==> config.mk <==
export PLATFORM = sky130hd
export DESIGN_NAME = dma_cmd_scheduler
export DESIGN_NICKNAME = d
export VERILOG_FILES = /design/src/rtl/ahb3lite_pkg.sv /design/src/rtl/dma_cmd_fifo.sv /design/src/rtl/dma_cmd_scheduler.sv
export SDC_FILE = /design/constraint.sdc
export NUM_CORES = 1
export LEC_CHECK = 0
export BUFFER_PORTS_ARGS = -buffer_cell sky130_fd_sc_hd__clkbuf_2
export CORE_MARGIN = 2
export CORE_UTILIZATION = 45
export CTS_CLUSTER_SIZE = 40
export DETAILED_ROUTE_END_ITERATION = 10
export PLACE_DENSITY = 0.65
export SLEW_MARGIN = 20
export SYNTH_ARGS = -nofsm -noshare
export SYNTH_HDL_FRONTEND = slang
export SYNTH_HIERARCHICAL = 1
export SYNTH_SLANG_ARGS = --single-unit
==> constraint.sdc <==
create_clock -name HCLK -period 4.9 [get_ports HCLK]
set_clock_uncertainty 0.15 [all_clocks]
set_input_delay 0.98 -clock HCLK [delete_from_list [all_inputs] [get_ports HCLK]]
set_output_delay 0.98 -clock HCLK [all_outputs]
set_load 0.1 [all_outputs]
==> src/rtl/ahb3lite_pkg.sv <==
// ahb3lite_pkg: shared types for the DMA command scheduler.
package ahb3lite_pkg;
    localparam int DMA_LEN_W = 6;
    // Widest requester id (NUM_REQ up to 4); narrower configurations zero-extend.
    localparam int CMD_ID_W = 2;

    typedef struct packed {
        logic [15:0]           addr_high;
        logic [15:0]           addr_low;
        logic [DMA_LEN_W-1:0]  len;
        logic [CMD_ID_W-1:0]   id;
    } dma_cmd_t;

    typedef enum logic [1:0] {S_IDLE, S_LAUNCH, S_BUSY} sched_state_e;
endpackage

==> src/rtl/dma_cmd_fifo.sv <==
// dma_cmd_fifo: registered command FIFO, wrap-bit pointers, no bypass.
module dma_cmd_fifo
    import ahb3lite_pkg::*;
#(
    parameter int DEPTH = 4
) (
    input  logic                     clk,
    input  logic                     rst,
    input  logic                     push,
    input  dma_cmd_t                 din,
    input  logic                     pop,
    output dma_cmd_t                 dout,
    output logic                     full,
    output logic                     empty,
    output logic [$clog2(DEPTH):0]   level
);
    localparam int AW = $clog2(DEPTH);

    dma_cmd_t       mem [DEPTH];
    logic [AW:0]    wr, rd;

    always_ff @(posedge clk or posedge rst) begin
        if (rst) begin
            wr <= '0;
            rd <= '0;
        end else begin
            if (push) wr <= wr + 1'b1;
            if (pop) rd <= rd + 1'b1;
        end
    end

    always_ff @(posedge clk) begin
        if (push) mem[wr[AW-1:0]] <= din;
    end

    assign dout  = mem[rd[AW-1:0]];
    assign empty = wr == rd;
    assign full  = (wr[AW] != rd[AW]) && (wr[AW-1:0] == rd[AW-1:0]);
    assign level = wr - rd;
endmodule

==> src/rtl/dma_cmd_scheduler.sv <==
// dma_cmd_scheduler: round-robin arbitration of requester commands into a FIFO,
// launched one at a time onto the DMA master command channel.
module dma_cmd_scheduler
    import ahb3lite_pkg::*;
#(
    parameter int NUM_REQ    = 2,
    parameter int FIFO_DEPTH = 4,
    parameter int IDW        = (NUM_REQ > 2) ? $clog2(NUM_REQ) : 1
) (
    input  logic                           HCLK,
    input  logic                           HRESET,
    input  logic                           SystemStart,
    input  logic [NUM_REQ-1:0]             req_valid,
    output logic [NUM_REQ-1:0]             req_ready,
    input  logic [NUM_REQ*16-1:0]          req_addr_high,
    input  logic [NUM_REQ*16-1:0]          req_addr_low,
    input  logic [NUM_REQ*DMA_LEN_W-1:0]   req_len,
    output logic [NUM_REQ-1:0]             req_done,
    input  logic                           Master_Done,
    output logic                           NewCommandOn,
    output logic [DMA_LEN_W-1:0]           o_RCC_BUFFER_LENGTH,
    output logic [15:0]                    o_RCC_DMA_ADDR_HIGH,
    output logic [15:0]                    o_RCC_DMA_ADDR_LOW,
    output logic [IDW-1:0]                 o_active_id,
    output logic [$clog2(FIFO_DEPTH):0]    fifo_level
);
    logic [IDW-1:0]       rr, gnt_id;
    logic                 gnt, hit, full, empty, pop;
    logic [CMD_ID_W-1:0]  act_id;
    dma_cmd_t             push_cmd, head;
    sched_state_e         state, state_nx;

    // Descending scan so the nearest valid requester at or after rr wins.
    always_comb begin
        hit    = 1'b0;
        gnt_id = '0;
        for (int k = NUM_REQ - 1; k >= 0; k--) begin
            if (req_valid[(int'(rr) + k) % NUM_REQ]) begin
                hit    = 1'b1;
                gnt_id = IDW'((int'(rr) + k) % NUM_REQ);
            end
        end
    end

    assign gnt       = hit && !full && !HRESET;
    assign req_ready = gnt ? (NUM_REQ'(1) << gnt_id) : '0;
    assign push_cmd  = '{addr_high: req_addr_high[16*gnt_id +: 16],
                         addr_low:  req_addr_low[16*gnt_id +: 16],
                         len:       req_len[DMA_LEN_W*gnt_id +: DMA_LEN_W],
                         id:        CMD_ID_W'(gnt_id)};

    always_ff @(posedge HCLK or posedge HRESET) begin
        if (HRESET) rr <= '0;
        else if (gnt) rr <= (int'(gnt_id) == NUM_REQ - 1) ? '0 : gnt_id + 1'b1;
    end

    dma_cmd_fifo #(.DEPTH(FIFO_DEPTH)) u_fifo (
        .clk   (HCLK),
        .rst   (HRESET),
        .push  (gnt),
        .din   (push_cmd),
        .pop   (pop),
        .dout  (head),
        .full  (full),
        .empty (empty),
        .level (fifo_level)
    );

    always_ff @(posedge HCLK or posedge HRESET) begin
        if (HRESET) state <= S_IDLE;
        else state <= state_nx;
    end

    always_comb begin
        state_nx = state;
        pop      = 1'b0;
        unique case (state)
            S_IDLE: begin
                pop      = !empty && SystemStart;
                state_nx = pop ? S_LAUNCH : S_IDLE;
            end
            S_LAUNCH: state_nx = (o_RCC_BUFFER_LENGTH != '0) ? S_BUSY : S_IDLE;
            S_BUSY:   state_nx = Master_Done ? S_IDLE : S_BUSY;
            default:  state_nx = S_IDLE;
        endcase
    end

    always_ff @(posedge HCLK or posedge HRESET) begin
        if (HRESET) begin
            NewCommandOn        <= 1'b0;
            req_done            <= '0;
            o_RCC_BUFFER_LENGTH <= '0;
            o_RCC_DMA_ADDR_HIGH <= '0;
            o_RCC_DMA_ADDR_LOW  <= '0;
            act_id              <= '0;
        end else begin
            req_done <= '0;
            if (pop) begin
                o_RCC_BUFFER_LENGTH <= head.len;
                o_RCC_DMA_ADDR_HIGH <= head.addr_high;
                o_RCC_DMA_ADDR_LOW  <= head.addr_low;
                act_id              <= head.id;
            end
            // Zero-length commands complete without ever reaching the master.
            if (state == S_LAUNCH && o_RCC_BUFFER_LENGTH != '0) NewCommandOn <= 1'b1;
            if (state == S_LAUNCH && o_RCC_BUFFER_LENGTH == '0) req_done <= NUM_REQ'(1) << act_id;
            if (state == S_BUSY && Master_Done) begin
                NewCommandOn <= 1'b0;
                req_done     <= NUM_REQ'(1) << act_id;
            end
        end
    end

    assign o_active_id = act_id[IDW-1:0];
endmodule

* Word level (Yosys, flattened, before mapping)
Memories as Yosys holds them, arrays and structs flattened. A register that Yosys moved wholly into a read port is not among the register bits. Index checks and enable logic that the tools add are counted.
Word-level totals: flip-flop bits (word level) 14, memories 1, input bits 82, memory bits (writable) 156, logic and storage cells 63, output and inout bits 47
Operators by class: $mul 1, equality and inequality tests 5, add/subtract/negate cells 5, mux-type cells 22, reductions and logical operators 14, bitwise operators 1, shift operators 5, magnitude comparators 2
Memory list:
- u_fifo.mem | words 4, width 39, read ports 1, clocked after Yosys merged registers in 1, write ports 1, line dma_cmd_fifo.sv:19 | dma_cmd_t mem [DEPTH];
Operator list (number):
- indexed part select 32 x 6 -> 16 bit | 2
- 2-to-1 mux 1 bit | 16
- indexed part select 12 x 5 -> 6 bit | 1
- 2-to-1 mux 2 bit | 5
- logical AND 1 bit | 7
- adder 3 x 1 -> 3 bit (second input constant) | 2
- logical NOT 6 bit | 1
- case mux 2 bit (3 select lines) | 1
- nonzero test 6 bit | 1
- == test 3 bit | 1
- logical NOT 1 bit | 3
- < comparator 2 x 3 -> 1 bit (second input constant) | 1
- multiplier 2 x 1 -> 3 bit (first input constant) | 1
- subtractor 3 bit | 1
- adder 1 bit (second input constant) | 2
- == test 2 x 1 -> 1 bit (second input constant) | 1
- == test 2 bit | 1
- == test 2 bit (second input constant) | 1
- logical NOT 2 bit | 1
- < comparator 1 x 2 -> 1 bit (second input constant) | 1
- nonzero test 2 bit | 1
- left shift 1 x 1 -> 2 bit (first input constant) | 1
- left shift 1 x 2 -> 2 bit (first input constant) | 1
- bitwise AND 1 bit (first input constant) | 1
- inequality test 1 bit | 1

* Logic depth before layout (Yosys ltp)
Gate-level depths: netlist (run 1).
word-level depth 11, depth in mapped cells 10

* Hierarchy
The synthesis (run 1) kept the hierarchy.
By module, submodules not included:
- dma_cmd_fifo | cells an instance 248, times used 1, area an instance 6217.2 um^2
- dma_cmd_scheduler | cells an instance 159, times used 1, area an instance 2417.3 um^2

* Worst setup path after synthesis (run 1)
No wires, ideal clock.
path type input-to-output, start point input req_valid[0], end point output req_ready[1], data required time 3.770 ns, slack 0.414 ns, stages on the path 4, path buffers 1, arrival 3.356 ns, cells stage by stage inv_1 o21ai_1 buf_2 nor3_1
On the way: word-level cells in the longest chain between the ends 8
Ends and longest elaborated chain:
- start, declared | line dma_cmd_scheduler.sv:13 | input logic [NUM_REQ-1:0] req_valid,
- 2-to-1 mux 1 bit (not written as such) (3 in a row) | line dma_cmd_scheduler.sv:38 | if (req_valid[(int'(rr) + k) % NUM_REQ]) begin
- 2-to-1 mux 1 bit (2 in a row) | line dma_cmd_scheduler.sv:38
- logical AND 1 bit (2 in a row) | line dma_cmd_scheduler.sv:45 | assign gnt = hit && !full && !HRESET;
- 2-to-1 mux 2 bit (*) | line dma_cmd_scheduler.sv:46 | assign req_ready = gnt ? (NUM_REQ'(1) << gnt_id) : '0;
- end, declared | line dma_cmd_scheduler.sv:14 | output logic [NUM_REQ-1:0] req_ready,
Every way passes the cells marked *; elsewhere a longest branch is shown, timed or not. The select of a mux whose other input is x is not followed.

* Worst setup path in the final report (run 1)
start point register u_fifo.wr[0], end point output req_ready[0]
On the way: word-level cells in the longest chain between the ends 6
Ends and longest elaborated chain:
- start, declared | line dma_cmd_fifo.sv:20 | logic [AW:0] wr, rd;
- start signal, assigned | line dma_cmd_fifo.sv:27 | if (push) wr <= wr + 1'b1;
- == test 2 bit | line dma_cmd_fifo.sv:38 | assign full = (wr[AW] != rd[AW]) && (wr[AW-1:0] == rd[AW-1:0]);
- logical AND 1 bit | line dma_cmd_fifo.sv:38
- named net full | line dma_cmd_scheduler.sv:28 | logic gnt, hit, full, empty, pop;
- logical NOT 1 bit | line dma_cmd_scheduler.sv:45
- logical AND 1 bit (2 in a row) | line dma_cmd_scheduler.sv:45
- named net gnt | line dma_cmd_scheduler.sv:28
- 2-to-1 mux 2 bit | line dma_cmd_scheduler.sv:46
The timed path passes the listed nets, and every way through them passes these cells.

==> run metrics, run 1 <==
post-synth top area share=55.6%; Vias=4,246; Post-Synthesis Cells=407; Hold Crit Class=input port to asynchronous set/reset pin; FF+latch area=6110 um2; R2R Setup Slk=1.40 ns; Tcrit/Tclk final=83.3%; crit-path max cell delay=0.76 ns; Yosys warning total=6; n_diodes=0; fmax=245 MHz; Startpoint Class=register; Post-synth EDFFs=160; Resize count post-CTS=0; Max Cap Viol=0; initial antenna violation count=0; sequential-to-total area share from yosys stat=70.7%; Post-CTS Hold Buffers=0; GR Util All Layers=16.1%; largest area contributor in the netlist=edfxtp_1; syn_area_per_cell=21.2 um2; final wirelength=16.0 mm; setup TNS=0 ns; vias in the first global route=4,502; CP required=3.77 ns; Top-Level Pins=129; dpl hpwl=9.75 mm; unique cell type count in the Yosys netlist=30; most instantiated cells after synthesis=160 x edfxtp_1, 52 x dfrtp_1, 40 x mux2_2; layout cells sized above 1=52.5%; Die W=143 um; largest cells by area after synthesis=edfxtp_1 56%, dfrtp_1 15%, mux4_2 10%, mux2_4 6.8%, mux2_2 5.2%; largest net degree at the start of global routing=47; routability congestion estimate=0.737; fill count=1,476; CTS tree=done; final-stage net count=642; root buffer cell=clkbuf_16; worst hold slack=0.281 ns; Synth Flop Type=edfxtp_1; Reg clk slew, reported paths=0.06 ns; Initial DRC Count=205; ys async rst share=24.5%; worst-path fanout max=9; Max Slew Vio Count=0; first-pass GRT wire length=24.9 mm; synthesized cell area=8630 um2; average wire per standard cell=19.9 um; Layout Utilization=54.7%; post-route ant nets=0; run status=finished clean; Critical Path AT=2.95 ns; Setup CP Type=register to output port; multi-input logic area=2320 um2; synthesis-stage register bit count=212; Die H=143 um; die area=20,300 um2; final hold violation count=0; CP max stage cell=nor3_1; drt drc=0; # setup viols final=0; Worst Max-Slew Pin Slew=0.913 ns; crit path time final=4.08 ns; Clock Latency Late Sink=0.50 ns; Setup crit end kind=output port; Port-buffer cells=128; vias per std cell=5.29; # rows=50; Clock Path Buffers=3; critical-path cell list=inv_1 > ha_1 > nand2_1 > nor2b_1 > nor3_1 > and2_1 > clkbuf_2; Layout area overhead=19.0%; overflow left after global routing=0; Starting Density=46.0%; count leader, synth=edfxtp_1; H-tree Lvls=1; number of detailed-route iterations in the first pass=4; total core area=18,800 um2; clock buffer count from CTS=22; CTS Sinks=212; Max-slew headroom=38.7%; setup bufs post-CTS=0; RSZ-0062 raised after global routing=false
==> worst max-delay path, delay by kind of cell, from the launching register on <==
family,cells,cell delay (ns)
buffers and inverters,2,0.56
AND/OR/NAND/NOR,4,1.16
adder cells (fa/ha/maj),1,0.32
flip-flops,1,0.41
==> flip-flops by register name, summed over array words and instances (netlist names) <==
register,cells
act_id,2
state,2
o_RCC_BUFFER_LENGTH,6
u_fifo/wr,3
o_RCC_DMA_ADDR_LOW,16
o_RCC_DMA_ADDR_HIGH,16
NewCommandOn,1
rr,1
u_fifo/mem,160
u_fifo/rd,3
req_done,2
==> final timing paths <==
check	to	cells past startpoint	startpoint
max reg2reg	u_fifo/mem[3][21]	7	u_fifo/wr[0]
min	u_fifo/wr[0]	2	HRESET
min in group HCLK	req_done[1]	1	act_id[1]
min reg2reg	req_done[1]	1	act_id[1]
max in group asynchronous	o_RCC_BUFFER_LENGTH[2]	3	HRESET
max	req_ready[0]	7	u_fifo/wr[0]
==> cell type report <==
cell class                 count  share of cell area, %
clock buffer                  29                   6.02
clock inverter                11                   1.74
inverter                      11                  0.402
multi-input combinational    168                   22.6
sequential                   212                   59.5
tap                          234                   2.85
timing repair buffer         137                   6.89
==> routing by layer <==
layer,wire length [um],up-vias,GRT usage [%],part of all wire (%)
met2,7770,130,26.5,49
met5,0,-,0,0
met1,7140,2212,22.4,45
li1,-,1887,-,-
met3,888,17,3.06,5.6
met4,197,0,3.86,1.2
==> placed cells by master, fill, tap and decap left out, drive strengths merged, types with 7 or more instances in the layout <==
master	instances
dfrtp	52
mux2	79
edfxtp	160
ha	7
clkbuf	157
mux4	40
inv	11
buf	9
==> through the flow <==
stage | cells | area [um2] | setup slack [ns]
2_1_floorplan | 410 | 8650 | 0.414
3_3_place_gp | 762 | 9480 | 1.41
3_5_place_dp | 762 | 9480 | 1.25
4_1_cts | 802 | 10300 | 0.791
5_1_grt | 802 | 10300 | 0.619
6_report | 802 | 10300 | 0.817
==> kinds of logic (layout without fill, tap and decap cells) <==
logic type	Yosys count	in the layout	share of synthesized area (%)
flip-flops	212	212	70.7
multiplexers	119	119	22.5
buffers and inverters	30	188	2.70
AND/OR/NAND/NOR	23	23	1.64
adder cells (fa/ha/maj)	8	8	1.25
AO/OA/AOI/OAI	8	8	0.580
XOR/XNOR	6	6	0.609
other	1	4	0.0434
Power of run 1 is not shown: default switching activity piles up to over one toggle a cycle in this logic, so the estimate is an artifact.
==> inputs of run 2 (changes only) <==
==> constraint.sdc (replaced) <==
create_clock -name HCLK -period 4 [get_ports HCLK]
set_clock_uncertainty 0.15 [all_clocks]
set_input_delay 0.8 -clock HCLK [delete_from_list [all_inputs] [get_ports HCLK]]
set_output_delay 0.8 -clock HCLK [all_outputs]
set_load 0.1 [all_outputs]
==> run 2 against run 1 <==
Net effect:
- cell area about the same
- worst setup slack got worse by 0.38 ns
- cell count grew 0.62%
- first-iteration DRC count increased by 2.4%
- wire length decreased by 1.9%
- clock-buffer cell count rose by 1
==> run metrics, run 2 (same netlist as run 1, synthesis figures left out) <==
Setup CP Type=register to output port; Clock Latency Late Sink=0.49 ns; Critical Path AT=2.61 ns; setup TNS=0 ns; crit path time final=3.56 ns; post-route ant nets=0; setup bufs post-CTS=0; initial antenna violation count=0; Tcrit/Tclk final=89.0%; layout cells sized above 1=53.6%; CTS Sinks=212; fill count=1,479; commonest non-fill, non-tap cells in the layout=160 x edfxtp_1, 127 x clkbuf_2, 50 x dfrtp_1; fmax=281 MHz; vias per std cell=5.08; Clock Path Buffers=3; die area=20,300 um2; Resize count post-CTS=0; average wire per standard cell=19.5 um; setup ws final=0.439 ns; worst-path fanout max=9; run status=finished clean; DP Worst Slack=0.841 ns; first-pass GRT wire length=24.8 mm; CP required=3.05 ns; overflow left after global routing=0; GR Util All Layers=15.9%; Die W=143 um; Hold Crit Class=input port to asynchronous set/reset pin; most common cell after layout, fill and taps aside=edfxtp_1; Finished Cell Area=10,300 um2; routability congestion estimate=0.731; Startpoint Class=register; number of detailed-route iterations in the first pass=4; clock buffer count from CTS=23; Finished Layout Cells=807; root buffer cell=clkbuf_16; Layout area overhead=19.1%; Die H=143 um; CTS tree=done; final-stage net count=647; Max Slew Vio Count=0; final hold violation count=0; largest net degree at the start of global routing=45; # setup viols final=0; Cells after DPL=766; H-tree Lvls=1; Max-slew headroom=44.1%; Setup crit end kind=output port; Top-Level Pins=129; Starting Density=46.0%; Post-CTS Hold Buffers=0; Port-buffer cells=128; Max Cap Viol=0; # rows=50; Worst Max-Slew Pin Slew=0.838 ns; vias in the first global route=4,526; Initial DRC Count=210; Vias=4,103; Reg clk slew, reported paths=0.06 ns; dpl hpwl=9.72 mm; final wirelength=15.7 mm; Largest register FFs=160; n_diodes=0; Placed Area=9540 um2; drt drc=0; RSZ-0062 raised after global routing=false; total core area=18,800 um2
run 2: per-stage QoR:
stage	hold slack [ns]	utilization (%)
after CTS	0.0945	54.8
after global placement	0.328	50.8
after detailed placement	0.330	50.8
after global routing	0.129	54.8
after floorplan	0.283	-
final	0.102	54.8
run 2: routing by layer:
layer | share of wire [%] | vias to the layer above | global-route usage, %
li1 | - | 1903 | -
met4 | 2.2 | 0 | 3.91
met5 | 0 | - | 0
met3 | 4.3 | 25 | 2.59
met2 | 49 | 112 | 27.2
met1 | 45 | 2063 | 21.6
run 2: final timing paths:
path | startpoint | end | slack, ns | cells after the start
worst max-delay path | u_fifo/wr[0] | req_ready[0] | 0.44 | 7
max in group asynchronous | HRESET | o_RCC_DMA_ADDR_LOW[0] | 2.66 | 3
worst max register to register | u_fifo/wr[0] | u_fifo/mem[3][16] | 0.88 | 7
worst min-delay path | HRESET | u_fifo/rd[0] | 0.10 | 2
worst min register to register | u_fifo/wr[2] | u_fifo/wr[2] | 0.34 | 1
min in group HCLK | u_fifo/wr[2] | u_fifo/wr[2] | 0.34 | 1
run 2: worst max-delay path, cell delays in order, from the launching register on:
cell     delay [ns]
dfrtp_1        0.42
inv_1          0.10
ha_1           0.31
nand2_1        0.08
nor2b_1        0.06
nor3_1         0.68
and2_1         0.28
buf_12         0.18
run 2: layout make-up:
class / instances / area [um2] / area share, %
clock buffer: 30 / 663 / 6.45
clock inverter: 11 / 80.1 / 0.779
inverter: 11 / 41.3 / 0.402
multi-input combinational: 168 / 2330 / 22.6
sequential: 212 / 6110 / 59.4
tap: 234 / 293 / 2.85
timing repair buffer: 141 / 766 / 7.45
Power of run 2 is left out for the same reason.
==> inputs of run 3 (changes only) <==
==> constraint.sdc (replaced) <==
create_clock -name HCLK -period 4 [get_ports HCLK]
set_clock_uncertainty 0.15 [all_clocks]
set_input_delay 1.2 -clock HCLK [delete_from_list [all_inputs] [get_ports HCLK]]
set_output_delay 1.2 -clock HCLK [all_outputs]
set_load 0.1 [all_outputs]
==> run 3 against run 2 <==
Net effect:
- non-clock buffer count increased by 1
- worst setup slack lost 0.0029 ns
- critical path depth unchanged
- utilization up 1.1 points
- via count grew 2.4%
- flip-flop and latch count stayed put
- clock-buffer cell count fell by 2
==> run metrics, run 3 (same netlist as run 1, synthesis figures left out) <==
run status=finished clean; Max-slew headroom=42.1%; vias in the first global route=4,406; fill count=1,449; clock buffer count from CTS=23; Worst Max-Slew Pin Slew=0.869 ns; first-pass GRT wire length=24.8 mm; CP required=2.65 ns; initial antenna violation count=0; RSZ-0062 raised after global routing=false; GR Util All Layers=16.1%; Reg clk slew, reported paths=0.06 ns; Top-Level Pins=129; final-stage net count=648; vias per std cell=5.20; Die H=143 um; Starting Density=46.0%; Clock Path Buffers=3; Setup CP Type=register to output port; CP max stage cell=dfrtp_1; total core area=18,800 um2; commonest non-fill, non-tap cells in the layout=160 x edfxtp_1, 124 x clkbuf_2, 50 x dfrtp_1; Clock Latency Late Sink=0.50 ns; routability congestion estimate=0.707; CTS Sinks=212; crit path time final=3.56 ns; Critical Path AT=2.21 ns; Die W=143 um; Finished Cell Area=10,500 um2; dpl hpwl=10.2 mm; Placed Area=9650 um2; Setup crit end kind=output port; # setup viols final=0; most common cell after layout, fill and taps aside=edfxtp_1; Reg2Reg Depth=8; Hold Crit Depth=1; n_diodes=0; final wirelength=16.1 mm; worst-path fanout max=4; Post-CTS Hold Buffers=0; CTS tree=done; Max Slew Vio Count=0; Initial DRC Count=149; die area=20,300 um2; root buffer cell=clkbuf_16; setup bufs post-CTS=0; crit-path max cell delay=0.41 ns; average wire per standard cell=19.9 um; largest net degree at the start of global routing=45; H-tree Lvls=1; # rows=50; final hold violation count=0; layout cells sized above 1=53.3%; Port-buffer cells=128; post-route ant nets=0; Tcrit/Tclk final=89.1%; setup ws final=0.437 ns; overflow left after global routing=0; fmax=281 MHz; Max Cap Viol=0; Hold Crit Class=register to register; Vias=4,202; number of detailed-route iterations in the first pass=4; Resize count post-CTS=0; Startpoint Class=register; critical-path cell list=inv_1 > ha_1 > nand2_1 > nor2b_1 > nor3_1 > and2_1 > buf_12; DP Worst Slack=0.723 ns; Layout area overhead=21.4%; Largest register FFs=160; worst hold slack=0.328 ns; drt drc=0
-- run 3: cell types whose count changed in the layout (fill, tap and decap cells not counted) --
cell	previous run	this run
clkbuf_2	127	124
buf_12	2	9
clkbuf_16	24	23
clkbuf_8	4	3
xnor2_1	2	1
clkinv_2	7	2
clkinvlp_4	1	0
xnor2_2	0	1
clkinv_1	2	5
buf_4	12	9
bufinv_16	1	6
-- run 3: worst paths after layout --
check / to / slack, ns / start
min in group asynchronous: u_fifo/rd[0] / 0.52 / HRESET
max in group asynchronous: o_RCC_DMA_ADDR_LOW[0] / 2.26 / HRESET
setup reg to reg: u_fifo/mem[1][5] / 1.27 / u_fifo/wr[0]
hold reg to reg: req_done[1] / 0.33 / act_id[1]
setup / recovery: req_ready[0] / 0.44 / u_fifo/wr[0]
hold / removal: req_done[1] / 0.33 / act_id[1]
-- run 3: final cells by class --
cell class / count / area (um2) / area share [%]
tap: 234 / 293 / 2.79
inverter: 11 / 41.3 / 0.394
multi-input combinational: 168 / 2340 / 22.3
timing repair buffer: 142 / 868 / 8.28
clock buffer: 28 / 624 / 5.96
sequential: 212 / 6110 / 58.3
clock inverter: 13 / 209 / 1.99
-- run 3: per-layer routing --
layer | up-vias | GRT usage, % | routed length, um
li1 | 1910 | - | -
met1 | 2167 | 21.7 | 7080
met2 | 100 | 27.6 | 8100
met3 | 25 | 2.93 | 662
met4 | 0 | 3.28 | 279
met5 | - | 0 | 0
-- run 3: stage by stage --
step                TNS, ns  util (%)  std cells
floorplan           -0.0604         -        410
global placement          0      51.4        767
detailed placement        0      51.4        767
CTS                       0      55.9        808
global route              0      55.9        808
finish                    0      55.9        808
-- run 3: critical path: cells and delay by family, from the launching register on --
kind | cells | cell delay [ns]
adder cells (fa/ha/maj) | 1 | 0.32
AND/OR/NAND/NOR | 4 | 0.70
flip-flops | 1 | 0.41
buffers and inverters | 2 | 0.28
Power of run 3 is left out for the same reason.
